File: src/rtl/counter_pkg.sv
// Shared encodings for the counter library: FSM states and timer modes.
package counter_pkg;
  typedef enum logic [1:0] {
    ST_IDLE = 2'b00,
    ST_RUN  = 2'b01,
    ST_DONE = 2'b10
  } state_e;

  localparam logic MODE_ONESHOT  = 1'b0;
  localparam logic MODE_PERIODIC = 1'b1;
endpackage

File: src/rtl/down_count_reg.sv
// WIDTH-bit count register: sync reset, load, decrement or hold, with a zero flag.
module down_count_reg #(
  parameter int WIDTH = 4
) (
  input  logic             clk,
  input  logic             reset,
  input  logic             ld_en_i,
  input  logic [WIDTH-1:0] ld_val_i,
  input  logic             dec_en_i,
  output logic [WIDTH-1:0] q_o,
  output logic             zero_o
);
  logic [WIDTH-1:0] cnt_q, cnt_d;

  always_comb begin
    cnt_d = cnt_q;
    if (ld_en_i)       cnt_d = ld_val_i;
    else if (dec_en_i) cnt_d = cnt_q - WIDTH'(1);
  end

  always_ff @(posedge clk) begin
    if (reset) cnt_q <= '0;
    else       cnt_q <= cnt_d;
  end

  assign q_o    = cnt_q;
  assign zero_o = (cnt_q == '0);
endmodule

File: src/rtl/sync_down_counter.sv
// Loadable down counter / timer: one-shot stops at zero, periodic reloads
// (divide-by-(reload+1)). tc/busy/done are decodes of registered state.
module sync_down_counter
  import counter_pkg::*;
#(
  parameter int               WIDTH       = 4,
  parameter logic [WIDTH-1:0] RELOAD_INIT = {WIDTH{1'b1}}
) (
  input  logic             clk,
  input  logic             reset,
  input  logic             load,
  input  logic [WIDTH-1:0] load_val,
  input  logic             start,
  input  logic             stop,
  input  logic             mode,
  output logic [WIDTH-1:0] q,
  output logic             tc,
  output logic             busy,
  output logic             done
);
  state_e           state_q, state_d;
  logic [WIDTH-1:0] reload_q, reload_d;
  logic             mode_q, mode_d;
  logic             cnt_ld, cnt_dec, cnt_zero;
  logic [WIDTH-1:0] cnt_ld_val;

  down_count_reg #(.WIDTH(WIDTH)) u_cnt (
    .clk      (clk),
    .reset    (reset),
    .ld_en_i  (cnt_ld),
    .ld_val_i (cnt_ld_val),
    .dec_en_i (cnt_dec),
    .q_o      (q),
    .zero_o   (cnt_zero)
  );

  // Priority: load > stop > start > count (reset handled in the registers).
  always_comb begin
    state_d    = state_q;
    reload_d   = reload_q;
    mode_d     = mode_q;
    cnt_ld     = 1'b0;
    cnt_ld_val = reload_q;
    cnt_dec    = 1'b0;
    if (load) begin
      reload_d   = load_val;
      cnt_ld     = 1'b1;
      cnt_ld_val = load_val;
      state_d    = ST_IDLE;
    end else if (stop) begin
      if (state_q == ST_RUN) state_d = ST_IDLE;
      if (state_q == ST_DONE) begin
        state_d    = ST_IDLE;
        cnt_ld     = 1'b1;
        cnt_ld_val = '0;
      end
    end else if (start && state_q != ST_RUN) begin
      state_d = ST_RUN;
      mode_d  = mode;
      // Restart from DONE reloads; resume from IDLE keeps the paused count.
      if (state_q == ST_DONE) cnt_ld = 1'b1;
    end else if (state_q == ST_RUN) begin
      if (!cnt_zero)                    cnt_dec = 1'b1;
      else if (mode_q == MODE_PERIODIC) cnt_ld  = 1'b1;
      else                              state_d = ST_DONE;
    end
  end

  always_ff @(posedge clk) begin
    if (reset) begin
      state_q  <= ST_IDLE;
      reload_q <= RELOAD_INIT;
      mode_q   <= MODE_ONESHOT;
    end else begin
      state_q  <= state_d;
      reload_q <= reload_d;
      mode_q   <= mode_d;
    end
  end

  assign busy = (state_q == ST_RUN);
  assign done = (state_q == ST_DONE);
  assign tc   = busy && cnt_zero;
endmodule

File: config.mk
export PLATFORM = sky130hd
export DESIGN_NAME = sync_down_counter
export DESIGN_NICKNAME = d
export VERILOG_FILES = /design/src/rtl/counter_pkg.sv /design/src/rtl/down_count_reg.sv /design/src/rtl/sync_down_counter.sv
export SDC_FILE = /design/constraint.sdc
export NUM_CORES = 1
export LEC_CHECK = 0
export CORE_UTILIZATION = 45
export DETAILED_ROUTE_END_ITERATION = 10
export PLACE_DENSITY = 0.84
export SLEW_MARGIN = 20
export SYNTH_ARGS = -nofsm -noshare
export SYNTH_HDL_FRONTEND = slang
export SYNTH_SLANG_ARGS = --single-unit
File: constraint.sdc
create_clock -name clk -period 3.1 [get_ports clk]
set_input_delay 0.62 -clock clk [delete_from_list [all_inputs] [get_ports clk]]
set_output_delay 0.62 -clock clk [all_outputs]
set_load 0.05 [all_outputs]
== Yosys cells after proc, flatten, opt, wreduce, memory -nomap -nowiden ==
Index checks and enable logic that the tools add are counted.
Cells by class
  equal/unequal tests: 5
  multiplexer cells: 24
  $add $sub $neg: 1
  reductions and logical operators: 9
  bitwise operators: 2
Operators by type and width (count)
  2-to-1 mux 4 bit: 5
  2-to-1 mux 2 bit: 7
  2-to-1 mux 1 bit: 12
  nonzero test 3 bit: 2
  zero test 4 bit: 1
  AND reduction 4 bit: 1
  subtractor 4 x 1 -> 4 bit (second input constant): 1
  inequality test 3 x 1 -> 1 bit (second input constant): 1
  inequality test 3 x 2 -> 1 bit (second input constant): 1
  AND reduction 3 bit: 1
  equality test 2 x 1 -> 1 bit (second input constant): 1
  equality test 2 bit (second input constant): 1
  logical AND 1 bit: 2
  inequality test 2 x 1 -> 1 bit (second input constant): 1
  NOT 1 bit: 2
  nonzero test 2 bit: 1
  OR reduction 2 bit: 1
Word-level totals
  register bits after elaboration: 11
  bits of input ports: 10
  word-level logic and storage cells: 45

== Logic depth before layout (Yosys ltp) ==
  depth in word-level cells: 8
  mapped depth: 6

== Cells and area by module ==
Synthesis repeated with hierarchy kept, for this count alone.
Unflattened totals
  cell total of the unflattened synthesis: 70
  area, all modules: 643.1 um2
By module, submodules not included
  sync_down_counter: times used 1, sequential area each 140.1 um2, cells each 44, area an instance 410.4 um2
  down_count_reg: times used 1, sequential area each 80.1 um2, cells each 26, area an instance 232.7 um2

== Worst setup path before layout ==
No wires, ideal clock.
  kind: reg2out
  from: register u_cnt.cnt_q[0] (netlist: u_cnt.q_o[0])
  to: output tc
  stages on the path, launching flop included: 5
  arrival: 2385 ps
  required time: 2480 ps
  path buffers: 0
  path slack: 95 ps
  cell sequence: dfxtp_1 > inv_1 > ha_1 > or3b_4 > nor3b_1
Between the ends
  cells in the longest elaborated chain, start to end: 2
Ends and longest elaborated chain
  start: declaration: line down_count_reg.sv:13  | logic [WIDTH-1:0] cnt_q, cnt_d;
  start signal: assignment: line down_count_reg.sv:23  | else cnt_q <= cnt_d;
  zero test 4 bit: line down_count_reg.sv:27  | assign zero_o = (cnt_q == '0);
  logical AND 1 bit: line sync_down_counter.sv:83  | assign tc = busy && cnt_zero;
  end: declaration: line sync_down_counter.sv:17  | output logic tc,
Every way passes these cells.

== Worst setup path in the final report ==
Ends and elaborated chain as after synthesis.

==> impl_metrics.ini <==
[run_status]
outcome = finished, final reports clean

[critical_path]
worst_setup_path_end_kind = output pin
critical_path_class = reg2out
cp.arrival_ns = 2.32
cp-start-kind = flop
worst-endpoint-required_ns = 2.48
cpPeakStageDelay_ns = 0.82
crit_path_cell_trace = inv_1 -> ha_1 -> or3b_4 -> nor3b_1 -> clkdlybuf4s50_1
top_fanout_value_on_the_critical_path = 4
cpMaxStageDelayCell = sky130_fd_sc_hd__clkdlybuf4s50_1

[placed_design]
detailedPlace.worstSlack_ns = 0.465
gp_congestion = 0.835
place_inst = 97
postPlaceCellArea_sq_um = 774
place_hpwl_microns = 935
buffer_ports.inserted = 16

[global_routing]
number_of_antenna_violations_at_the_first_check_in_global_routing = 0
grt_first_pass_wirelength_mm = 2.17
vias_in_the_first_global_route = 480
grt_max_degree = 17
grt_remaining_overflow = 0
grt_use_total = 0.223

[synthesis]
synth.cell_area_sq_um = 613
syn-num-nets = 82
yosysWarnings = 0
synth_sequential_area_ratio = 0.359
synthesis.area_per_instance_sq_um = 8.64
post_synth_inst_count = 71
synth.ff_latch_count = 11
yosys.cell_types.count = 30

[sta]
worst_hold_slack_ns = 0.461
report.final.slew_viol_count = 0
fmax_mhz = 341
setup_viol = 0
finalSetupTns_ns = 0
final_report_hold_violation_count = 0
layout_setup_ws_ns = 0.163
unrepaired_setup_endpoints_after_global_routing = false
period_minus_slack_ns = 2.94
final.setup_skew_ns = 0.00565
worstMarginPinSlew_ns = 0.510
max_slew_margin = 0.659
fin_crit_sh = 0.947

[floorplanning]
die_w_microns = 38.9
initial_utilization = 0.517
floorplan.die_area_sq_um = 1510
core_sq_um = 1190
floorplan.die.height_microns = 38.9
design.portCount = 17
placementRows = 12

[detailed_routing]
detailedRoute.firstPassIterationCount = 4
wl_per_cell_microns = 12.8
vias = 569
ratio_of_routed_vias_to_standard_cells = 5.63
remaining_antenna_violation_count = 0
detailedRoute.firstIterationViolations = 14
routed_wirelength_mm = 1.29
drt_drc_violations_left = 0

[power_and_ir_drop]
power.switching_uw = 108
clkPwrFrac = 0.301
power.switching_fraction = 0.315
vdd.ir_drop.worst_mv = 0.229
leakage_uw = 0.000306
p_int_uw = 235
comb_power_share = 0.241
seqPwrFrac = 0.457
pwr_density_cell_nw_per_um2 = 428

[final_layout]
mostFrequentLayoutCells = sky130_fd_sc_hd__clkdlybuf4s50_1, sky130_fd_sc_hd__dfxtp_1, sky130_fd_sc_hd__nand2_1
drive_above_1_share = 0.126
fin_cells = 101
insertedDiodeCount = 0
finalNetCount = 99
most_common_cell_after_layout_fill_and_taps_aside = sky130_fd_sc_hd__clkdlybuf4s50_1
multi_input_gate_area_sq_um = 347
sequential_cell_area_sq_um = 220
finish.instance_area_sq_um = 802
final.fill_count = 110
syn_to_final_growth_pct = 30.8

[cts]
cts.sink_count = 11
clockRootBuffer = sky130_fd_sc_hd__clkbuf_4
max-clock-path-buffers = 2
cts_inserted_buffers = 3
post_cts_clock_slew_at_the_launch_and_capture_registers_of_the_worst_setup_and_hold_paths_ns = 0.08
buffer_count_from_post_cts_setup_fixing = 0
cts_resizes = 0
postCtsHoldBufs = 0
cts_tree = built
clk-insertion-delay-late_ns = 0.28
ctsHtreeMaxLevel = 1

[job]
cap_violations = 0

[hold_path]
worstHoldPathType = reg2reg
## Yosys cell counts
master,instances,area [sq um]
sky130_fd_sc_hd__dfxtp_1,11,220
sky130_fd_sc_hd__nand2_1,9,33.8
sky130_fd_sc_hd__inv_1,7,26.3
sky130_fd_sc_hd__a21oi_1,6,30.0
sky130_fd_sc_hd__a221oi_1,4,35.0
sky130_fd_sc_hd__a311oi_1,3,26.3
sky130_fd_sc_hd__clkbuf_1,3,11.3
sky130_fd_sc_hd__nor2_1,3,11.3
sky130_fd_sc_hd__o21ai_0,3,15.0
sky130_fd_sc_hd__a211oi_1,2,15.0
sky130_fd_sc_hd__buf_2,1,5.00
sky130_fd_sc_hd__ha_1,1,12.5
sky130_fd_sc_hd__inv_2,1,3.75
sky130_fd_sc_hd__mux2_4,1,15.0
sky130_fd_sc_hd__mux2i_1,1,10.0
sky130_fd_sc_hd__nand3_1,1,5.00
sky130_fd_sc_hd__nand4b_1,1,8.76
sky130_fd_sc_hd__nand4bb_1,1,11.3
sky130_fd_sc_hd__nor2b_2,1,8.76
sky130_fd_sc_hd__nor3_1,1,5.00
sky130_fd_sc_hd__nor3b_1,1,7.51
sky130_fd_sc_hd__nor3b_4,1,18.8
sky130_fd_sc_hd__nor4_1,1,6.26
sky130_fd_sc_hd__nor4b_1,1,8.76
sky130_fd_sc_hd__o21a_1,1,7.51
sky130_fd_sc_hd__o221a_4,1,20.0
sky130_fd_sc_hd__or2b_2,1,8.76
sky130_fd_sc_hd__or3_1,1,6.26
sky130_fd_sc_hd__or3b_4,1,11.3
sky130_fd_sc_hd__xnor2_1,1,8.76
## registers in the layout, summed over array words and instances, names as in the netlist
name and cells:
state_q 2, mode_q 1, reload_q 4, u_cnt.q_o 4
## worst paths after layout
kind / cells after the start / endpoint / from / slack (ns)
setup / recovery: 5 / tc / u_cnt.q_o[0] / 0.16
hold / removal: 2 / reload_q[1] / reload_q[1] / 0.46
setup reg to reg: 6 / u_cnt.q_o[2] / u_cnt.q_o[0] / 1.20
hold reg to reg: 2 / reload_q[1] / reload_q[1] / 0.46
## layer usage
metal	global-route usage	share of wire	vias up
met2	0.317	0.43	14
li1	-	-	290
met5	0	0	-
met3	0.0867	0.056	5
met4	0.129	0.022	0
met1	0.282	0.49	260
## logic make-up (layout without fill, tap and decap cells)
kind of cell               count (synthesis)  in the layout  synth area share
and+or+nand+nor                           24             24             0.247
muxes                                      2              2            0.0408
DFF                                       11             11             0.359
AOI/OAI and AO/OA                         20             20             0.243
adders and majority gates                  1              1            0.0204
xor gates and xnor gates                   1              1            0.0143
buffers and inverters                     12             28            0.0755
## worst max-delay path, delay by kind of cell (launching register included)
family                   cells  cell delay (ns)
AND/OR/NAND/NOR              2             0.60
adder cells (fa/ha/maj)      1             0.21
flip-flops                   1             0.32
buffers and inverters        2             0.91
## through the flow
step                utilization  power, uW
global route              0.676        361
detailed placement        0.653        243
CTS                       0.676        346
floorplan                     -        214
global placement          0.653        241
finish                    0.676        343
## power by group through the flow
stage | Sequential [uW] | Combinational, uW | Clock, uW
after global placement | 160 | 81.5 | 0
after floorplan | 174 | 40.8 | 0
after CTS | 157 | 83.0 | 106
after global routing | 158 | 90.1 | 113
after detailed placement | 160 | 82.3 | 0
final | 157 | 82.9 | 103
## cell type report
| class | count | area share |
|---|---|---|
| multi-input combinational | 48 | 0.432 |
| sequential | 11 | 0.275 |
| timing repair buffer | 16 | 0.200 |
| inverter | 8 | 0.0374 |
| clock buffer | 3 | 0.0281 |
| tap | 14 | 0.0218 |
| clock inverter | 1 | 0.00624 |
No activity file was read; power rests on OpenSTA's default activity.
